[src/rtl/battle_pkg.sv]
// battle_pkg: battle state codes and menu constants shared by the turn sequencer and phase blocks
package battle_pkg;
    typedef enum logic [3:0] {
        ST_IDLE   = 4'b0000,
        ST_ATTACK = 4'b0001,
        ST_MENU   = 4'b0010,
        ST_DODGE  = 4'b0011,
        ST_WIN    = 4'b0100,
        ST_LOSE   = 4'b0101
    } battle_state_t;
    localparam logic [1:0] MENU_FIGHT = 2'd0;
endpackage

[src/rtl/phase_watchdog.sv]
// phase_watchdog: counts frame ticks while enabled and pulses once when the limit is reached
module phase_watchdog #(
    parameter int TIMEOUT_FRAMES = 1800
) (
    input  logic clk,
    input  logic rst,
    input  logic tick_in,
    input  logic clear_in,
    input  logic enable_in,
    output logic expire_out
);
    localparam int CW = $clog2(TIMEOUT_FRAMES + 1);
    localparam logic [CW-1:0] LIMIT = CW'(TIMEOUT_FRAMES);
    logic [CW-1:0] count;
    logic advance;
    assign advance = enable_in && tick_in && count != LIMIT;
    // Count up to the limit and hold there so the expiry is a single-cycle pulse
    always_ff @(posedge clk) begin
        if (rst || clear_in) begin
            count      <= '0;
            expire_out <= 1'b0;
        end else begin
            count      <= advance ? count + 1'b1 : count;
            expire_out <= advance && count == LIMIT - 1'b1;
        end
    end
endmodule

[src/rtl/battle_turn_sequencer.sv]
// battle_turn_sequencer: frame-aligned MENU/ATTACK/DODGE turn scheduler driving the battle state bus
module battle_turn_sequencer
    import battle_pkg::*;
#(
    parameter int TIMEOUT_FRAMES = 1800,
    parameter int TURN_W         = 8
) (
    input  logic              clk,
    input  logic              rst,
    input  logic [10:0]       hcount_in,
    input  logic [9:0]        vcount_in,
    input  logic              start_in,
    input  logic              menu_valid_in,
    input  logic [1:0]        menu_choice_in,
    input  logic              attack_finished_in,
    input  logic              dodge_finished_in,
    input  logic [10:0]       enemy_hp_in,
    input  logic [7:0]        soul_hp_in,
    output logic [3:0]        state_out,
    output logic [TURN_W-1:0] turn_count_out,
    output logic              game_over_out,
    output logic              timeout_err_out
);
    battle_state_t state, next_state, decision;
    logic pending, masked, decide, expire, tick, apply, in_phase, restart;
    logic [TURN_W-1:0] turn_count;
    assign tick     = hcount_in == 11'd0 && vcount_in == 10'd0;
    assign apply    = pending && tick;
    assign in_phase = state == ST_ATTACK || state == ST_DODGE;
    assign restart  = state == ST_IDLE || state == ST_WIN || state == ST_LOSE;
    assign state_out      = state;
    assign turn_count_out = turn_count;
    assign game_over_out  = state == ST_WIN || state == ST_LOSE;
    phase_watchdog #(
        .TIMEOUT_FRAMES(TIMEOUT_FRAMES)
    ) u_watchdog (
        .clk       (clk),
        .rst       (rst),
        .tick_in   (tick),
        .clear_in  (apply),
        .enable_in (in_phase),
        .expire_out(expire)
    );
    // Pick the candidate next state; finished/HP inputs are ignored until the entry mask lifts
    always_comb begin
        decide   = 1'b0;
        decision = state;
        case (state)
            ST_IDLE, ST_WIN, ST_LOSE: begin
                decide   = start_in;
                decision = ST_MENU;
            end
            ST_MENU: begin
                decide   = menu_valid_in;
                decision = menu_choice_in == MENU_FIGHT ? ST_ATTACK : ST_DODGE;
            end
            ST_ATTACK: begin
                decide   = !masked && (attack_finished_in || expire);
                decision = enemy_hp_in == 11'd0 ? ST_WIN : ST_DODGE;
            end
            ST_DODGE: begin
                decide   = !masked && (soul_hp_in == 8'd0 || dodge_finished_in || expire);
                decision = soul_hp_in == 8'd0 ? ST_LOSE : ST_MENU;
            end
            default: decide = 1'b0;
        endcase
    end
    // Latch the first decision of a frame and apply it on the next frame tick with turn/timeout bookkeeping
    always_ff @(posedge clk) begin
        if (rst) begin
            state           <= ST_IDLE;
            next_state      <= ST_IDLE;
            pending         <= 1'b0;
            masked          <= 1'b0;
            turn_count      <= '0;
            timeout_err_out <= 1'b0;
        end else if (apply) begin
            state   <= next_state;
            pending <= 1'b0;
            masked  <= 1'b1;
            if (next_state == ST_MENU && restart) begin
                turn_count      <= '0;
                timeout_err_out <= 1'b0;
            end else if (next_state == ST_MENU && turn_count != '1) begin
                turn_count <= turn_count + 1'b1;
            end
        end else begin
            if (tick) masked <= 1'b0;
            if (decide && !pending) begin
                pending    <= 1'b1;
                next_state <= decision;
            end
            if (expire) timeout_err_out <= 1'b1;
        end
    end
endmodule

[config.mk]
export PLATFORM = sky130hd
export DESIGN_NAME = battle_turn_sequencer
export DESIGN_NICKNAME = d
export VERILOG_FILES = /design/src/rtl/battle_pkg.sv /design/src/rtl/phase_watchdog.sv /design/src/rtl/battle_turn_sequencer.sv
export SDC_FILE = /design/constraint.sdc
export NUM_CORES = 1
export LEC_CHECK = 0
export CAP_MARGIN = 20
export CORE_UTILIZATION = 50
export CTS_BUF_LIST = sky130_fd_sc_hd__clkbuf_2
export DETAILED_ROUTE_END_ITERATION = 8
export PLACE_DENSITY_LB_ADDON = 0.15
export SYNTH_ARGS = -nofsm -noshare
export SYNTH_HDL_FRONTEND = slang
export SYNTH_SLANG_ARGS = --single-unit
[constraint.sdc]
create_clock -name clk -period 3 [get_ports clk]
set_clock_uncertainty 0.15 [all_clocks]
set_input_delay 0.6 -clock clk [delete_from_list [all_inputs] [get_ports clk]]
set_output_delay 0.6 -clock clk [all_outputs]
set_load 0.1 [all_outputs]
Word level (Yosys, flattened, before mapping)
Index checks and enable logic that the tools add are counted.
Word-level totals
  flip-flop bits (word level): 31
  word-level logic and storage cells: 67
Operators by class
  mux-type cells: 12
  bitwise logic cells: 1
  eq/ne operators: 10
  add/sub/neg operators: 2
  reduce and logical (&&, ||, !) cells: 34
Operators by type and width (number)
  logical NOT 11 bit: 2
  two-way mux 8 bit: 2
  case mux 4 bit (4 select lines): 1
  equality test 4 x 2 -> 1 bit (second input constant): 3
  adder 11 x 1 -> 11 bit (second input constant): 1
  equality test 11 bit (second input constant): 1
  != test 11 bit (second input constant): 1
  logical AND 1 bit: 10
  logical NOT 10 bit: 1
  adder 8 x 1 -> 8 bit (second input constant): 1
  equality test 4 x 3 -> 1 bit (second input constant): 2
  logical NOT 8 bit: 1
  logical OR 1 bit: 8
  != test 8 bit (second input constant): 1
  two-way mux 3 bit: 2
  AND reduction 2 bit: 3
  nonzero test 2 bit: 3
  two-way mux 1 bit: 5
  equality test 4 x 1 -> 1 bit (second input constant): 1
  logical NOT 4 bit: 1
  case mux 1 bit (4 select lines): 1
  OR reduction 3 bit: 1
  logical NOT 1 bit: 2
  logical NOT 2 bit: 1
  other kinds (4): 4

Longest topological paths before layout
Gate-level depths: netlist (run 1).
  depth after elaboration: 7
  depth in mapped cells: 7
  depth with buffers taken out: 7

Hierarchy
From an unflattened synthesis (run 1), not the netlist that was laid out.
Unflattened totals
  cell total of the unflattened synthesis: 218
  area, all modules: 1825.5 µm²
By module, submodules not included
  battle_turn_sequencer: cells an instance 141, times used 1, area each 1168.6 µm²
  phase_watchdog: cells an instance 77, times used 1, area each 656.9 µm²

Worst setup path before layout (run 1)
Ideal clock, no wire load.
  path type: reg2out
  start: reg state[2] (netlist: state_out[2])
  end: out game_over_out
  arrival: 2.437 ns
  path slack: -0.187 ns
  data required time: 2.250 ns
  path buffers: 0
  cell stages (with the launch flop): 3
  path through: dfxtp_1 > inv_1 > nor2_1
On the way
  longest elaborated chain between the ends: 2
  elaborated cells between the ends (all ways): 3
  those cells by class: 2 x eq/ne; 1 x reduce/logical
RTL lines
  from (decl): RTL line battle_turn_sequencer.sv:24  | battle_state_t state, next_state, decision;
  from (signal assigned): RTL line battle_turn_sequencer.sv:78  | state <= next_state;
  equality test 4 x 3 -> 1 bit: RTL line battle_turn_sequencer.sv:33  | assign game_over_out = state == ST_WIN || state == ST_LOSE;
  logical OR 1 bit *: RTL line battle_turn_sequencer.sv:33
  to (decl): RTL line battle_turn_sequencer.sv:21  | output logic game_over_out,
Mark *: on every way between the ends. The rest lies on a longest branch, timed or not.

Worst setup path after layout (run 1)
  start: in hcount_in[1]
  end: reg turn_count[7] (netlist: turn_count_out[7])
On the way
  longest elaborated chain between the ends: 4
RTL lines
  from (decl): RTL line battle_turn_sequencer.sv:10  | input logic [10:0] hcount_in,
  logical NOT 11 bit: RTL line battle_turn_sequencer.sv:27  | assign tick = hcount_in == 11'd0 && vcount_in == 10'd0;
  logical AND 1 bit: RTL line battle_turn_sequencer.sv:27
  logical AND 1 bit: RTL line battle_turn_sequencer.sv:28  | assign apply = pending && tick;
  AND reduction 2 bit (no line)
  to (signal assigned): RTL line battle_turn_sequencer.sv:85  | turn_count <= turn_count + 1'b1;
  to (decl): RTL line battle_turn_sequencer.sv:26  | logic [TURN_W-1:0] turn_count;
No other way between the ends.
A chain may end at the register's enable or synchronous reset.

==> results of run 1 <==
-- flip-flops by register name (all words and copies together), names as in the netlist --
| register | count |
|---|---|
| masked | 1 |
| next_state | 4 |
| pending | 1 |
| state_out | 4 |
| timeout_err_out | 1 |
| turn_count_out | 8 |
| u_watchdog.count | 11 |
| u_watchdog.expire_out | 1 |
-- cells by family after synthesis --
family,count (synthesis),share of synthesized area
AOI/OAI and AO/OA,40,0.162
xor gates and xnor gates,6,0.0296
adders and majority gates,3,0.0211
buffers and inverters,13,0.0373
DFF,31,0.349
muxes,5,0.0282
and+or+nand+nor,110,0.373
-- layer usage --
metal  global-route usage  up-vias
li1                     -      919
met1                0.300      837
met2                0.378       61
met3               0.0609        6
met4               0.0889        0
met5                    0        -
-- through the flow --
step	setup WS, ns	utilization	hold slack (ns)
finish	0.557	0.726	0.323
global route	0.404	0.726	0.336
CTS	0.555	0.726	0.324
detailed placement	0.148	0.716	0.304
global placement	0.213	0.716	0.294
floorplan	0.231	-	0.287
-- power by group --
part / internal, W / switching [W]
logic: 0.0000660 / 0.0000284
clock network: 0.0000491 / 0.000140
registers: 0.000415 / 0.00000497
total: 0.000530 / 0.000174
-- area by class of cell --
type	instances	area share
Multi-Input combinational cell	164	0.448
Sequential cell	31	0.254
Timing Repair Buffer	66	0.251
Tap cell	46	0.0236
Clock buffer	5	0.0103
Inverter	6	0.00923
Clock inverter	2	0.00359
-- synthesized netlist by cell type (3+ instances only) --
cell,number
a21oi_1,9
and2_1,4
and3_1,4
and4_1,4
dfxtp_1,31
ha_1,3
inv_1,6
mux2i_1,5
nand2_1,15
nand2b_1,4
nand3_1,10
nand4_1,9
nor2_1,23
nor3_1,8
nor4_1,7
nor4_2,4
o21ai_0,9
o31ai_1,3
or4_1,4
xnor2_1,5
-- path summary, 6_finish.rpt --
kind           startpoint           endpoint  slack (ns)  depth (start not counted)
max          hcount_in[1]  turn_count_out[7]        0.56                          6
min                masked             masked        0.32                          2
max reg2reg  state_out[0]      next_state[0]        0.92                          5
min reg2reg        masked             masked        0.32                          2
-- worst min-delay path: cells and delay by family, from the launching register on --
kind / cells / cell delay, ns
compound gates: 1 / 0.05
flops: 1 / 0.35
simple gates: 1 / 0.05
==> flow_metrics.tcl, run 1 <==
set metrics [dict create \
    report.final.hold_viol_count 0 \
    area_delta_synth_final_pct 37.3 \
    placedCellCount 313 \
    ys.flop_type "dfxtp_1" \
    clk_latency_ns 0.38 \
    htree_levels 2 \
    dieArea_mm2 0.00380 \
    die_x_um 61.6 \
    num-fill-cells 290 \
    initial_core_util 0.529 \
    drv_slew 0 \
    path_delay_family "simple AND/OR/NAND/NOR gates" \
    synth_cell_types 52 \
    grt_util_all_layers 0.234 \
    route.detailed.drc 0 \
    status "finished, final reports clean" \
    grt_pass1_vias 1540 \
    rows 21 \
    first_pass_iters 4 \
    leakagePower_nw 0.916 \
    stdcell_count 320 \
    period_share 0.814 \
    wl_met2_um 1910 \
    place_congestion 0.818 \
    hp-class "register to register" \
    ir_drop_uv 189 \
    cts_buffers 5 \
    final_cell_mix "47 x clkdlybuf4s50_1, 31 x dfxtp_1, 22 x nor2_1" \
    drt-wirelength-per-cell_um 13.0 \
    period_needed_ns 2.44 \
    cp_cell_sequence "clkdlybuf4s50_1 > nor4_2 > and4_1 > nand4_4 > or4_1 > a21oi_1" \
    clk_pin_slew_ns 0.17 \
    ctsResizeCount 0 \
    synth_edf_count 0 \
    multi_input_area_mm2 0.00109 \
    wirelength_um 4170 \
    n_antenna_cell 0 \
    crit_fanout 10 \
    rsz0062_at_grt "no" \
    slowest_delay_ns 0.55 \
    syn_avg_cell_area_um2 8.55 \
    hpwl_um 3210 \
    grt_pass1_wl_um 6660 \
    die_h_um 61.6 \
    vias_per_cell 5.70 \
    core-area_mm2 0.00336 \
    start_kind "input port" \
    grt_max_degree 19 \
    final_common_cell "clkdlybuf4s50_1" \
    syn_nets 259 \
    worstPathArrival_ns 2.62 \
    slowest_stage "or4_1" \
    synth_area_leaders "dfxtp_1 35%, nor2_1 4.9%, nand2_1 3.2%" \
    num_vias 1823 \
    cts_setup_buffers 0 \
    drt_iter0_markers 131 \
    synth_area_mm2 0.00178 \
    num_io_pins 62 \
    root_buffer "clkbuf_2" \
    grt-ovfl-total 0 \
    yosys_warnings 0 \
    p_total_w 0.000704 \
    wl_met3_um 317 \
    nNetsFinal 325 \
    synth_top_area_cell "dfxtp_1" \
    ys_ff_latch 31 \
    finalSetupViolCount 0 \
    cts.sinks 31 \
    required_ns 3.18 \
    fin_area_mm2 0.00244 \
    drive_above_1_share 0.146 \
    antenna_left 0 \
    max_freq_mhz 409 \
    hold_buffers 0 \
    finalSetupTns_ns 0 \
    endpoint_kind "register" \
    powerDensity_mw_per_mm2 288 \
    criticalPathCategory "input port to register" \
    grt_antenna_before_repair 0 \
    synthDominantCellAreaShare 0.349 \
    tritoncts "built" \
    syn_inst 208 \
    placed_area_mm2 0.00241 \
    port_buffers 61 \
    wl_met1_um 1900 \
    top_layer_used "met4" \
    worst_slew_pin_slew_ns 0.557 \
    async_reset_ff_frac 0 \
    seq_area_frac_synth 0.349 \
    timing.slew.headroom 0.629 \
    ff_latch_area_um2 621 \
    cp_num_buf_inv 1 \
    maxCapViolations 0 \
    clockBufferDepth 2 \
]
Note: power is estimated with default switching activity, not from simulation.
==> run 2, diff against run 1 <==
--- a/config.mk
+++ b/config.mk
@@ -6,7 +6,7 @@
 export NUM_CORES = 1
 export LEC_CHECK = 0
 export CAP_MARGIN = 20
-export CORE_UTILIZATION = 50
+export CORE_UTILIZATION = 47
 export CTS_BUF_LIST = sky130_fd_sc_hd__clkbuf_2
 export DETAILED_ROUTE_END_ITERATION = 8
 export PLACE_DENSITY_LB_ADDON = 0.15
==> constraint.sdc (replaced) <==
create_clock -name clk -period 2.3 [get_ports clk]
set_clock_uncertainty 0.15 [all_clocks]
set_input_delay 0.46 -clock clk [delete_from_list [all_inputs] [get_ports clk]]
set_output_delay 0.46 -clock clk [all_outputs]
set_load 0.1 [all_outputs]
==> run 2 against run 1 <==
Net effect: first-iteration DRC count is 26% lower; sequential share of layout area is 1.2 points lower; critical path depth is the same; worst hold slack gained 0.0038 ns; die area increased by 6.2%; clock-buffer cell count stayed put; highest routed layer unchanged; clock power grew 97%.
==> flow_metrics.tcl, run 2 (same netlist as run 1, synthesis figures left out) <==
set metrics [dict create \
    top_register "u_watchdog.count" \
    hpwl_um 3660 \
    grt_pass1_wl_um 8050 \
    powerDensity_mw_per_mm2 404 \
    drt_iter0_markers 97 \
    criticalPathCategory "input port to register" \
    rsz0062_at_grt "no" \
    period_share 0.973 \
    busiest_layer "met2" \
    worstPathArrival_ns 2.40 \
    n_antenna_cell 0 \
    core-area_mm2 0.00347 \
    endpoint_kind "register" \
    vias_per_cell 5.73 \
    num_io_pins 62 \
    tritoncts "built" \
    rr_startpoint "state_out[3]" \
    dieArea_mm2 0.00403 \
    grt_max_degree 11 \
    initial_core_util 0.513 \
    hp-class "register to register" \
    die_h_um 63.5 \
    clk_pin_slew_ns 0.15 \
    drt-wirelength-per-cell_um 13.9 \
    met1_usage 0.283 \
    cts_setup_buffers 0 \
    cts_buffers 5 \
    final_common_cell "clkdlybuf4s50_1" \
    crit_fanout 8 \
    required_ns 2.46 \
    r2r_cells 5 \
    root_buffer "clkbuf_2" \
    cts.sinks 31 \
    maxCapViolations 0 \
    clk_latency_ns 0.38 \
    area_delta_synth_final_pct 46.4 \
    timing.slew.headroom 0.623 \
    startpoint "vcount_in[2]" \
    period_needed_ns 2.24 \
    start_kind "input port" \
    rows 21 \
    grt_util_all_layers 0.251 \
    nNetsFinal 337 \
    finalSetupTns_ns 0 \
    reg2reg_to "turn_count_out[5]" \
    htree_levels 2 \
    drv_slew 0 \
    num_vias 1908 \
    cp-endpoint "turn_count_out[7]" \
    clockBufferDepth 2 \
    port_buffers 61 \
    antenna_left 0 \
    met2_usage 0.428 \
    ir_drop_uv 299 \
    max_freq_mhz 447 \
    worst_slew_pin_slew_ns 0.551 \
    status "finished, final reports clean" \
    route.detailed.drc 0 \
    first_pass_iters 5 \
    grt_pass1_vias 1883 \
    grt-ovfl-total 0 \
    largest_reg_flops 11 \
    worst-r2r-setup-slack_ns 0.26 \
    use_met3 0.0870 \
    die_x_um 63.5 \
    wirelength_um 4610 \
    final_cell_mix "47 x clkdlybuf4s50_1, 29 x buf_4, 23 x dfxtp_1" \
    place_congestion 0.861 \
    leakagePower_nw 1.00 \
    grt_antenna_before_repair 0 \
    finalSetupViolCount 0 \
    report.final.hold_viol_count 0 \
    p_total_w 0.00105 \
    drive_above_1_share 0.216 \
]
[run 2: cell types whose count changed in the layout (fill, tap and decap cells not counted), sizes merged]
cell,previous run,this run
buf,19,31
bufinv,0,1
[run 2: metal layers]
metal  part of all wire  wire length [um]
met1               0.42              1920
met3              0.073               335
met2               0.49              2260
met5                  0                 0
met4              0.022               101
[run 2: report_power, final]
group	total [W]	leakage, nW	internal [W]	switching (W)
Sequential	0.000548	0.254	0.000541	0.00000642
Combinational	0.000133	0.706	0.0000936	0.0000394
Clock	0.000372	0.0404	0.000179	0.000193
[run 2: cell type report]
cell class | instances | area [um2]
repair buffers | 78 | 728
well taps | 46 | 57.6
flip-flops and latches | 31 | 631
clock inverters | 3 | 38.8
clock buffers | 5 | 25.0
inverters | 6 | 22.5
multi-input cells | 164 | 1100
fillers | 263 | 865
[run 2: worst max-delay path, stage by stage]
cell             delay [ns]
clkdlybuf4s50_1        0.44
nor4_2                 0.33
and4_4                 0.32
nand4_4                0.14
or4_1                  0.54
a21oi_1                0.18
[run 2: what timing repair did]
item	CTS	global route
gates resized for setup	0	2
setup endpoints to repair	0	2
hold buffers	0	0
[run 2: stage by stage]
stage                     hold WS (ns)  utilization  cells  instance area (um2)  setup WS, ns
after CTS                        0.323        0.750    333                 2600        0.0440
after global routing             0.356        0.751    333                 2600        0.0236
after global placement           0.297        0.732    325                 2540        -0.265
after detailed placement         0.303        0.732    325                 2540        -0.344
after floorplan                  0.287            -    208                 1800        0.0157
final                            0.327        0.751    333                 2600        0.0622
[run 2: worst min path at each step]
stage | from | endpoint | slack (ns) | depth (start not counted)
6_report | masked | masked | 0.33 | 2
5_1_grt | masked | masked | 0.36 | 2
4_1_cts | masked | masked | 0.32 | 2
3_5_place_dp | masked | masked | 0.30 | 2
3_3_place_gp | masked | masked | 0.30 | 2
2_1_floorplan | masked | masked | 0.29 | 2
==> run 3, diff against run 2 <==
--- a/config.mk
+++ b/config.mk
@@ -7,7 +7,7 @@
 export LEC_CHECK = 0
 export CAP_MARGIN = 20
 export CORE_UTILIZATION = 47
-export CTS_BUF_LIST = sky130_fd_sc_hd__clkbuf_2
+export CTS_BUF_LIST = sky130_fd_sc_hd__clkbuf_8
 export DETAILED_ROUTE_END_ITERATION = 8
 export PLACE_DENSITY_LB_ADDON = 0.15
 export SYNTH_ARGS = -nofsm -noshare
==> run 3 against run 2 <==
Net effect: design area up 4.6%; sequential share of layout area down 1.1 points; sequential power about the same; maximum frequency down 0.55%; register-to-register slack worse by 0.04 ns; largest power group is now clock; global-route usage up 0.11 points; clock power up 48%; worst hold slack about the same; total power up 18%; largest cell class unchanged; critical path type unchanged.
==> flow_metrics.tcl, run 3 (same netlist as run 1, synthesis figures left out) <==
set metrics [dict create \
    htree_levels 2 \
    criticalPathCategory "input port to register" \
    antenna_left 0 \
    ir_drop_uv 287 \
    n_antenna_cell 0 \
    grt_util_all_layers 0.252 \
    start_kind "input port" \
    grt_pass1_vias 1904 \
    worst_slew_pin_slew_ns 0.647 \
    period_needed_ns 2.25 \
    powerDensity_mw_per_mm2 455 \
    fin_util 0.785 \
    first_pass_iters 5 \
    drv_slew 0 \
    port_buffers 61 \
    timing.slew.headroom 0.558 \
    num_io_pins 62 \
    cts_buffers 5 \
    ff_latch_area_um2 631 \
    nNetsFinal 339 \
    report.final.hold_viol_count 0 \
    period_share 0.978 \
    met2_usage 0.439 \
    num_vias 1909 \
    grt_pass1_wl_um 8180 \
    clk_latency_ns 0.28 \
    clk_pin_slew_ns 0.06 \
    finalSetupViolCount 0 \
    hpwl_um 3660 \
    multi_input_area_mm2 0.00114 \
    p_total_w 0.00124 \
    drt-wirelength-per-cell_um 14.7 \
    leakagePower_nw 1.10 \
    grt_antenna_before_repair 0 \
    tritoncts "built" \
    vias_per_cell 5.70 \
    core-area_mm2 0.00347 \
    die_x_um 63.5 \
    max_freq_mhz 444 \
    use_met3 0.0870 \
    stdcell_count 335 \
    fin_area_mm2 0.00272 \
    cts.sinks 31 \
    placed_area_mm2 0.00254 \
    clockBufferDepth 2 \
    area_delta_synth_final_pct 53.2 \
    maxCapViolations 0 \
    initial_core_util 0.513 \
    final_cell_mix "41 x clkdlybuf4s50_1, 31 x buf_4, 23 x dfxtp_1" \
    met1_usage 0.285 \
    dieArea_mm2 0.00403 \
    hp-class "register to register" \
    final_common_cell "clkdlybuf4s50_1" \
    placedCellCount 325 \
    place_congestion 0.861 \
    drive_above_1_share 0.242 \
    root_buffer "clkbuf_8" \
    rows 21 \
    busiest_layer "met2" \
    hold_buffers 0 \
    required_ns 2.36 \
    num-fill-cells 238 \
    wirelength_um 4940 \
    top_register "u_watchdog.count" \
    grt_max_degree 11 \
    status "finished, final reports clean" \
    crit_fanout 8 \
    die_h_um 63.5 \
    largest_reg_flops 11 \
    route.detailed.drc 0 \
    worstPathArrival_ns 2.31 \
    drt_iter0_markers 128 \
    grt-ovfl-total 0 \
    endpoint_kind "register" \
]
run 3: cell types whose count changed in the layout (fill, tap and decap cells not counted), moves of 3 or more:
| cell | change |
|---|---|
| clkbuf_8 | +6 |
| clkdlybuf4s50_1 | -6 |
| dlymetal6s2s_1 | +6 |
| clkbuf_2 | -5 |
| or4_1 | -3 |
| or4_4 | +3 |
run 3: where the power goes:
group	internal, W	switching, W
Combinational	0.0000941	0.0000446
Clock	0.000350	0.000202
Sequential	0.000541	0.00000676
Total	0.000985	0.000254
run 3: final cells by class:
class                           instances  share of cell area
Sequential cell                        31               0.232
Timing Repair Buffer                   80               0.278
Clock inverter                          2              0.0129
Inverter                                6             0.00827
Clock buffer                            6              0.0303
Multi-Input combinational cell        164               0.418
Tap cell                               46              0.0211
run 3: stage by stage:
step | worst slack (ns) | hold slack [ns] | TNS, ns
final | 0.0498 | 0.327 | 0
after global routing | -0.0448 | 0.352 | -0.124
after CTS | 0.000913 | 0.321 | 0
after detailed placement | -0.344 | 0.303 | -4.75
after global placement | -0.265 | 0.297 | -3.11
after floorplan | 0.0157 | 0.287 | 0
run 3: timing repair:
action                     in CTS  in global routing
pin swaps                       3                  5
gates cloned                    0                  0
setup endpoints to repair       3                  6
buffers inserted                0                  2
gates resized for setup         2                 13
run 3: path summary, 6_finish.rpt:
path | end | startpoint | cells after the start | slack [ns]
hold / removal | masked | masked | 2 | 0.33
hold reg to reg | masked | masked | 2 | 0.33
setup reg to reg | next_state[3] | state_out[1] | 5 | 0.22
setup / recovery | turn_count_out[7] | vcount_in[7] | 6 | 0.05
run 3: routing by layer:
| metal | wire length [um] | part of all wire |
|---|---|---|
| met5 | 0 | 0 |
| met1 | 2030 | 0.41 |
| met4 | 105 | 0.021 |
| met2 | 2470 | 0.50 |
| met3 | 339 | 0.069 |
run 3: worst max-delay path, stage by stage:
cell             delay [ns]
clkdlybuf4s50_1        0.41
nor3_1                 0.29
and4_4                 0.32
nand4_4                0.15
or4_4                  0.55
a21oi_2                0.13
